**config.mk**
```make
export PLATFORM = sky130hd
export DESIGN_NAME = multi_band_frequency_analyzer
export DESIGN_NICKNAME = d
export VERILOG_FILES = /design/src/rtl/multi_band_frequency_analyzer.sv
export SDC_FILE = /design/constraint.sdc
export NUM_CORES = 2
export LEC_CHECK = 0
export BUFFER_PORTS_ARGS = -buffer_cell sky130_fd_sc_hd__buf_2
export CAP_MARGIN = 20
export CORE_ASPECT_RATIO = 1.1
export CORE_MARGIN = 2
export CORE_UTILIZATION = 53
export CTS_BUF_LIST = sky130_fd_sc_hd__clkbuf_4
export CTS_CLUSTER_DIAMETER = 100
export DETAILED_ROUTE_END_ITERATION = 10
export PLACE_DENSITY = 0.7
export SLEW_MARGIN = 20
export SYNTH_ARGS = -nofsm -noshare
export SYNTH_HDL_FRONTEND = slang
export SYNTH_SLANG_ARGS = --single-unit
```
**constraint.sdc**
```tcl
create_clock -name clock -period 41.3 [get_ports clock]
set_input_delay 6.195 -clock clock [delete_from_list [all_inputs] [get_ports clock]]
set_output_delay 6.195 -clock clock [all_outputs]
set_load 0.05 [all_outputs]
```
**src/rtl/multi_band_frequency_analyzer.sv**
```systemverilog
// Multi-band half-period analyzer: classifies every half-period of sample_data into programmable
// tick ranges and publishes per-window totals. Glitch filter via FREQUENCY_ANALYZER_GLITCH_FILTER_EN.
module multi_band_frequency_analyzer #(
   parameter int unsigned BANDS              = 4,
   parameter int unsigned COUNTER_WIDTH      = 32,
   parameter int unsigned CLOCK_FREQUENCY    = 50000000,
   parameter int unsigned DEFAULT_FREQUENCY0 = 9000,
   parameter int unsigned DEFAULT_FREQUENCY1 = 11000,
   parameter int unsigned DEFAULT_DEVIATION  = 10,
   parameter int unsigned WINDOW_TICKS       = 50000000,
   parameter int unsigned FILTER_LENGTH      = 4
) (
   input  logic                     clock,
   input  logic                     clear,
   input  logic                     sample_data,
   input  logic                     enable,
   input  logic                     cfg_we,
   input  logic [2:0]               cfg_band,
   input  logic [COUNTER_WIDTH-1:0] cfg_low,
   input  logic [COUNTER_WIDTH-1:0] cfg_high,
   input  logic [3:0]               rd_band,
   output logic [COUNTER_WIDTH-1:0] rd_value,
   output logic                     result_valid,
   output logic [15:0]              window_count
);
   localparam int unsigned CW    = COUNTER_WIDTH;
   localparam int unsigned SLOTS = BANDS + 1;
   localparam int unsigned TW    = $clog2(WINDOW_TICKS);
   localparam int unsigned T0    = CLOCK_FREQUENCY / (2 * DEFAULT_FREQUENCY0);
   localparam int unsigned T1    = CLOCK_FREQUENCY / (2 * DEFAULT_FREQUENCY1);
   localparam int unsigned D0    = (T0 * DEFAULT_DEVIATION) / 100;
   localparam int unsigned D1    = (T1 * DEFAULT_DEVIATION) / 100;
   localparam logic [CW-1:0] LOW0    = CW'(T0 - D0);
   localparam logic [CW-1:0] HIGH0   = CW'(T0 + D0);
   localparam logic [CW-1:0] LOW1    = CW'(T1 - D1);
   localparam logic [CW-1:0] HIGH1   = CW'(T1 + D1);
   localparam logic [CW-1:0] CNT_MAX = '1;

   logic          sync_meta, sync_data, clean_data, prev_data;
   logic [CW-1:0] cnt;
   logic          armed;
   logic [CW-1:0] band_low  [BANDS];
   logic [CW-1:0] band_high [BANDS];
   logic [CW-1:0] acc       [SLOTS];
   logic [CW-1:0] acc_next  [SLOTS];
   logic [CW-1:0] snap      [SLOTS];
   logic [TW-1:0] timer;
   logic          edge_c, classify_c, flush_c, tc_c, add_en_c;
   int            add_idx_c;
   logic [CW-1:0] rd_sel_c;

   function automatic logic [CW-1:0] sat_add(input logic [CW-1:0] a, input logic [CW-1:0] b);
      logic [CW:0] sum;
      sum = {1'b0, a} + {1'b0, b};
      return sum[CW] ? CNT_MAX : sum[CW-1:0];
   endfunction

   always_ff @(posedge clock or posedge clear) begin
      if (clear) begin
         sync_meta <= 1'b0;
         sync_data <= 1'b0;
         prev_data <= 1'b0;
      end else begin
         sync_meta <= sample_data;
         sync_data <= sync_meta;
         prev_data <= clean_data;
      end
   end

`ifdef FREQUENCY_ANALYZER_GLITCH_FILTER_EN
   localparam int unsigned FW = $clog2(FILTER_LENGTH + 1);
   logic [FW-1:0] stable_count;
   logic          filtered;

   // Follow the synchronized line only after it has held a new value for FILTER_LENGTH cycles.
   always_ff @(posedge clock or posedge clear) begin
      if (clear) begin
         filtered     <= 1'b0;
         stable_count <= '0;
      end else if (sync_data == filtered) begin
         stable_count <= '0;
      end else if (stable_count == FW'(FILTER_LENGTH - 1)) begin
         filtered     <= sync_data;
         stable_count <= '0;
      end else begin
         stable_count <= stable_count + FW'(1);
      end
   end
   assign clean_data = filtered;
`else
   // FILTER_LENGTH only shapes the filter; without it the line passes straight through.
   assign clean_data = sync_data ^ 1'(FILTER_LENGTH * 0);
`endif

   assign edge_c     = clean_data != prev_data;
   assign classify_c = enable && edge_c && armed;
   assign flush_c    = !enable && armed && (cnt != '0);
   assign tc_c       = timer == TW'(WINDOW_TICKS - 1);

   // Lowest-index matching band wins; index BANDS is the unknown accumulator.
   always_comb begin
      add_en_c  = 1'b0;
      add_idx_c = int'(BANDS);
      if (classify_c) begin
         add_en_c = 1'b1;
         for (int i = int'(BANDS) - 1; i >= 0; i--)
            if (band_low[i] <= cnt && cnt <= band_high[i]) add_idx_c = i;
      end else if (flush_c) begin
         add_en_c = 1'b1;
      end
   end

   always_comb begin
      for (int i = 0; i < int'(SLOTS); i++) begin
         acc_next[i] = acc[i];
         if (add_en_c && add_idx_c == i) acc_next[i] = sat_add(acc[i], cnt);
      end
   end

   always_comb begin
      rd_sel_c = '0;
      for (int i = 0; i < int'(SLOTS); i++)
         if (int'(rd_band) == i) rd_sel_c = snap[i];
   end

   // Half-period counter: the first edge after arming restarts without classifying.
   always_ff @(posedge clock or posedge clear) begin
      if (clear) begin
         cnt   <= '0;
         armed <= 1'b0;
      end else if (!enable) begin
         cnt   <= '0;
         armed <= 1'b0;
      end else if (edge_c) begin
         cnt   <= CW'(1);
         armed <= 1'b1;
      end else if (armed && cnt != CNT_MAX) begin
         cnt <= cnt + CW'(1);
      end
   end

   always_ff @(posedge clock or posedge clear) begin
      if (clear) begin
         for (int i = 0; i < int'(BANDS); i++) begin
            band_low[i]  <= (i == 0) ? LOW0  : ((i == 1) ? LOW1  : CNT_MAX);
            band_high[i] <= (i == 0) ? HIGH0 : ((i == 1) ? HIGH1 : '0);
         end
      end else if (cfg_we) begin
         for (int i = 0; i < int'(BANDS); i++) begin
            if (int'(cfg_band) == i) begin
               band_low[i]  <= cfg_low;
               band_high[i] <= cfg_high;
            end
         end
      end
   end

   // Window close: snapshot includes any update landing on the terminal cycle.
   always_ff @(posedge clock or posedge clear) begin
      if (clear) begin
         for (int i = 0; i < int'(SLOTS); i++) begin
            acc[i]  <= '0;
            snap[i] <= '0;
         end
         timer        <= '0;
         window_count <= '0;
         result_valid <= 1'b0;
         rd_value     <= '0;
      end else begin
         for (int i = 0; i < int'(SLOTS); i++) begin
            acc[i] <= tc_c ? '0 : acc_next[i];
            if (tc_c) snap[i] <= acc_next[i];
         end
         timer        <= tc_c ? '0 : timer + TW'(1);
         window_count <= tc_c ? window_count + 16'd1 : window_count;
         result_valid <= tc_c;
         rd_value     <= rd_sel_c;
      end
   end
endmodule

```
==> Word-level counts from Yosys, hierarchy flattened <==
Cells that the tools add are included.
W data, S select, Z words.
{ "word_totals": {"ff_bits": 687, "in_bits": 76, "out_inout_bits": 49, "wordCells": 115} }
{ "op_classes": {"add_sub_neg": 8, "magnitude_cmp": 8, "eq_ne": 16, "muxes": 33, "reduce_logical": 23} }
{ "op_table": {"columns": ["operator", "count"], "rows": [
  ["$mux W32", 27],
  ["$le A32 B32 Y1", 8],
  ["$add A32 B32 Y33", 5],
  ["$eq A32 B3 Y1 const B", 2],
  ["$add A32 B1 Y32 const B", 1],
  ["$eq A32 B2 Y1 const B", 1],
  ["$eq A32 B4 Y1 const B", 1],
  ["$logic_not A32 Y1", 1],
  ["$ne A32 B32 Y1 const B", 1],
  ["$reduce_bool A32 Y1", 1],
  ["$add A26 B1 Y26 const B", 1],
  ["$eq A26 B26 Y1 const B", 1],
  ["$mux W26", 1],
  ["$add A16 B1 Y16 const B", 1],
  ["$logic_and A1 B1 Y1", 14],
  ["$eq A4 B3 Y1 const B", 2],
  ["$reduce_and A2 Y1", 4],
  ["$eq A3 B3 Y1 const B", 2],
  ["$eq A4 B2 Y1 const B", 1],
  ["$eq A4 B4 Y1 const B", 1],
  ["$logic_not A4 Y1", 1],
  ["$mux W1", 4],
  ["$eq A3 B2 Y1 const B", 1],
  ["$logic_not A3 Y1", 1],
  ["other kinds (5)", 5]
]} }

==> Logic depth before layout (Yosys ltp) <==
{ "depth": {"depth_word": 11, "mapped_depth": 15, "ltp_nobuf": 14} }

==> Worst setup path before layout <==
Ideal clock, no wire load.
{ "synth_timing": {"kind": "in2reg", "startpoint": "input port enable", "endpoint": "register acc[29] (netlist bit)", "setup_time_ps": 123, "arrival_ps": 7563, "t_required_ps": 41177, "slack_ps": 33614, "cell_stages": 8, "path_buffers": 2, "path_cell_list": "nor4b_1 -> nand4_1 -> o211ai_1 -> nor2_1 -> and2_1 -> clkbuf_1 -> clkbuf_1 -> o221a_2"} }
{ "synth_between": {"elab_chain_len": 8, "elab_cells_between_ends": 12, "cone_classes": "1 x eq/ne; 5 x mux; 6 x reduce/logical"} }
{ "synth_lines": {"columns": ["item", "line", "text"], "rows": [
  ["start, declared", "16", "input logic enable,"],
  ["branches (longest 5 deep; another with $mux W32)", null, null],
  ["$logic_and A1 B1 Y1 (*)", "116", "if (add_en_c && add_idx_c == i) acc_next[i] = sat_add(acc[i], cnt);"],
  ["$mux W32 (*)", "116", null],
  ["$mux W32 (*)", "171", "acc[i] <= tc_c ? '0 : acc_next[i];"],
  ["end signal, assigned by index", "171", null],
  ["end, declared", "44", "logic [CW-1:0] acc [SLOTS];"]
]} }
Mark *: on every way between the ends.
A chain may end at the register's enable or synchronous reset.

==> Final worst setup path <==
{ "layout_timing": {"startpoint": "register window_count[0]", "endpoint": "output port window_count[0]"} }
{ "layout_rtl": {"columns": ["item", "line", "text"], "rows": [
  ["start, declared", "24", "output logic [15:0] window_count"],
  ["start signal, assigned", "175", "window_count <= tc_c ? window_count + 16'd1 : window_count;"]
]} }
No word-level cell between the ends.

==> results.md <==
* Hold WC Path Type: reg -> reg
* RePlAce Congestion at 0.924
* Drt first pass iters at 6
* CTS buffer count at roughly 190
* Fmax at around 120 MHz
* Crit-path max FO at 5
* CTS tree: yes
* Global-route wire length before repair at about 180 mm
* Post-synth cell types at 84
* PortBufs at approximately 120
* Sw power at 723 µW
* Cell Area, Synth at 40600 µm²
* # resized after CTS at 0
* Final WL at approximately 110 mm
* Sw Share at 0.340
* Clock power frac at 0.289
* Initial DRC count at about 2200
* Final Net Count at 4898
* Comb pwr share at 0.292
* Total core area at roughly 76000 µm²
* Routing usage on met3 at 0.0515
* Fraction of layout cells with a size suffix above 1 at 0.174
* Tmin final at roughly 8 ns
* Status: complete, no violations
* Peak VDD IR at 0.0000269 V
* Worst reg2reg setup slack at roughly 35 ns
* Vias in the first global route at between 30000 and 40000
* Area delta synth->final at 10.3%
* DRC violations left at 0
* Crit share post-route at 0.194
* WL per Instance at about 20 µm
* Root buf cell: clkbuf_4
* P_leak at around 0.022 µW
* Cells after Synth at roughly 4200
* Crit-path leading delay family: flip-flops
* DR vias at 32600
* Asr flop ratio synth at 1.00
* Fin cells at ~5600
* RSZ-0062 raised after global routing: false
* Initial Util at 0.534
* Most frequent cells in the layout: 593 x dfrtp_1, 420 x ha_1, 377 x nand2_1
* Synth Flop Type: dfrtp_1
* Pwr/cell area at 47.5 nW/µm²
* Worst-Margin Slew at about 1.1 ns
* Global-route usage over all layers at 0.285
* Die H at ~300 µm
* Most common cell after layout, fill and taps aside: dfrtp_1
* Register area share after synthesis at 0.426
* DP Cell Count at about 5200
* CP cell instances: buf_2
* Average cell area after synthesis at ~9.7 µm²
* CTS H-tree lvls at 4
* Max_cap viols at 0
* I/O pins at between 100 and 150
* Worst rel slew slack at 0.236
* Grt ovf at 0
* CP Buf/Inv Count at 1
* Clock skew at about 0.085 ns
* Post-CTS Hold Fix Bufs at 0
* Dpl hpwl at roughly 77 mm
* Number of synthesized flops with an enable pin at 0
* Crit path max-delay cell type: dfrtp_1
* Clk slew on worst S/H paths at approximately 0.07 ns
* Flop pwr share at 0.419
* Synth warnings at 0
* Die area at a little under 80000 µm²
* Internal Power at 1400 µW
* Die Width at between 200 and 300 µm
* Via/cell ratio at 5.84
* Met1 GRT Util at 0.355
* Final core utilization at 0.589
* WS Path Type: reg -> out
* Pins Over Slew Limit at 0
* Synthesis-stage register bit count at around 690
* Clk sinks at just under 700
* Post-CTS setup buffer count at 0
* CP max stage delay at around 0.43 ns
* Hold Vio Cnt, Final at 0
* Setup Viol. Count Final at 0
* Setup_tns at 0 ns
* CP Launch Type: flip-flop
* Routed Antenna Nets at 0
* Nature of the critical path endpoint: output port
* Rows at ~110
* Worst EP required at 35.10 ns
* Largest net degree at the start of global routing at roughly 170
* WP data arrival at 1.81 ns
* Synth Net Count at 4695
* Longest Clk Path Bufs at 3
* Met2 Usage GRT at 0.481
* Initial antenna violation count at 6
* Most crowded layer after global routing: met2
* Clock Latency Late Sink at roughly 1.1 ns
## cell families after synthesis
logic type	after synthesis	share of synthesized area
muxes	198	0.0538
and+or+nand+nor	1145	0.130
AOI/OAI and AO/OA	1154	0.179
adders and majority gates	425	0.132
DFF	687	0.426
xor gates and xnor gates	194	0.0419
buffers and inverters	391	0.0366
## metal layers
layer / vias to the layer above / part of all wire
met2: 935 / 0.49
met3: 236 / 0.054
met1: 15800 / 0.42
met4: 6 / 0.038
li1: 15600 / -
met5: - / 0.00026
## sequential cells by signal, indices dropped and copies added, names as in the netlist, 16 cells and up
register      cells
acc             160
snap            160
band_high       128
band_low        128
cnt              32
rd_value         32
timer            26
window_count     16
## final cells by class
class | instances | area [µm²]
clock buffers | 280 | 2100
inverters | 232 | 883
diodes | 5 | 12.5
clock inverters | 56 | 284
flip-flops and latches | 687 | 17300
multi-input cells | 3116 | 21900
fillers | 6684 | 31200
well taps | 1026 | 1280
repair buffers | 175 | 1030
## power by group through the flow
| stage | clock, µW | sequential [µW] | combinational, µW |
|---|---|---|---|
| after global placement | 0 | 898 | 597 |
| after global routing | 668 | 906 | 699 |
| final | 615 | 892 | 621 |
| after detailed placement | 0 | 901 | 616 |
| after CTS | 632 | 891 | 618 |
| after floorplan | 0 | 888 | 481 |
## per-stage QoR
stage          total power [µW]  setup slack (ns)  hold slack, ns  cell area, µm²
6_report                   2130             33.29           0.407           44800
5_1_grt                    2270             33.14           0.425           44800
2_1_floorplan              1370             16.00           0.331           40600
4_1_cts                    2140             33.18           0.405           44800
3_3_place_gp               1490             32.51           0.394           42400
3_5_place_dp               1520             32.38           0.384           42400
## synth_stat cells, types with 39 or more instances
cell type	count	area, µm²
dfstp_2	94	2470
ha_1	420	5260
a211oi_1	47	353
xor2_1	51	447
o21ai_0	367	1840
nand2_1	378	1420
nand4_1	75	469
nor2_1	365	1370
a21o_1	150	1130
a21oi_1	225	1130
dfrtp_1	593	14800
xnor2_1	143	1250
inv_1	230	863
mux2_2	161	1810
nor3_1	71	355
nand3_1	45	225
clkbuf_1	139	522
nor2b_1	39	244
o22ai_1	92	576
## path summary, 6_finish.rpt
kind                                              from                   endpoint  cells past startpoint
min in group asynchronous                        clear     rd_value[12]$_DFF_PP0_                      2
max in group asynchronous                        clear  band_high[52]$_DFFE_PP0P_                      4
max reg2reg                        cnt[25]$_DFFE_PP0P_       snap[41]$_DFFE_PP0P_                     13
min                               clean_data$_DFF_PP0_        prev_data$_DFF_PP0_                      0
min reg2reg                       clean_data$_DFF_PP0_        prev_data$_DFF_PP0_                      0
max                        window_count[0]$_DFFE_PP0P_            window_count[0]                      1
Note: power is estimated with default switching activity, not from simulation.
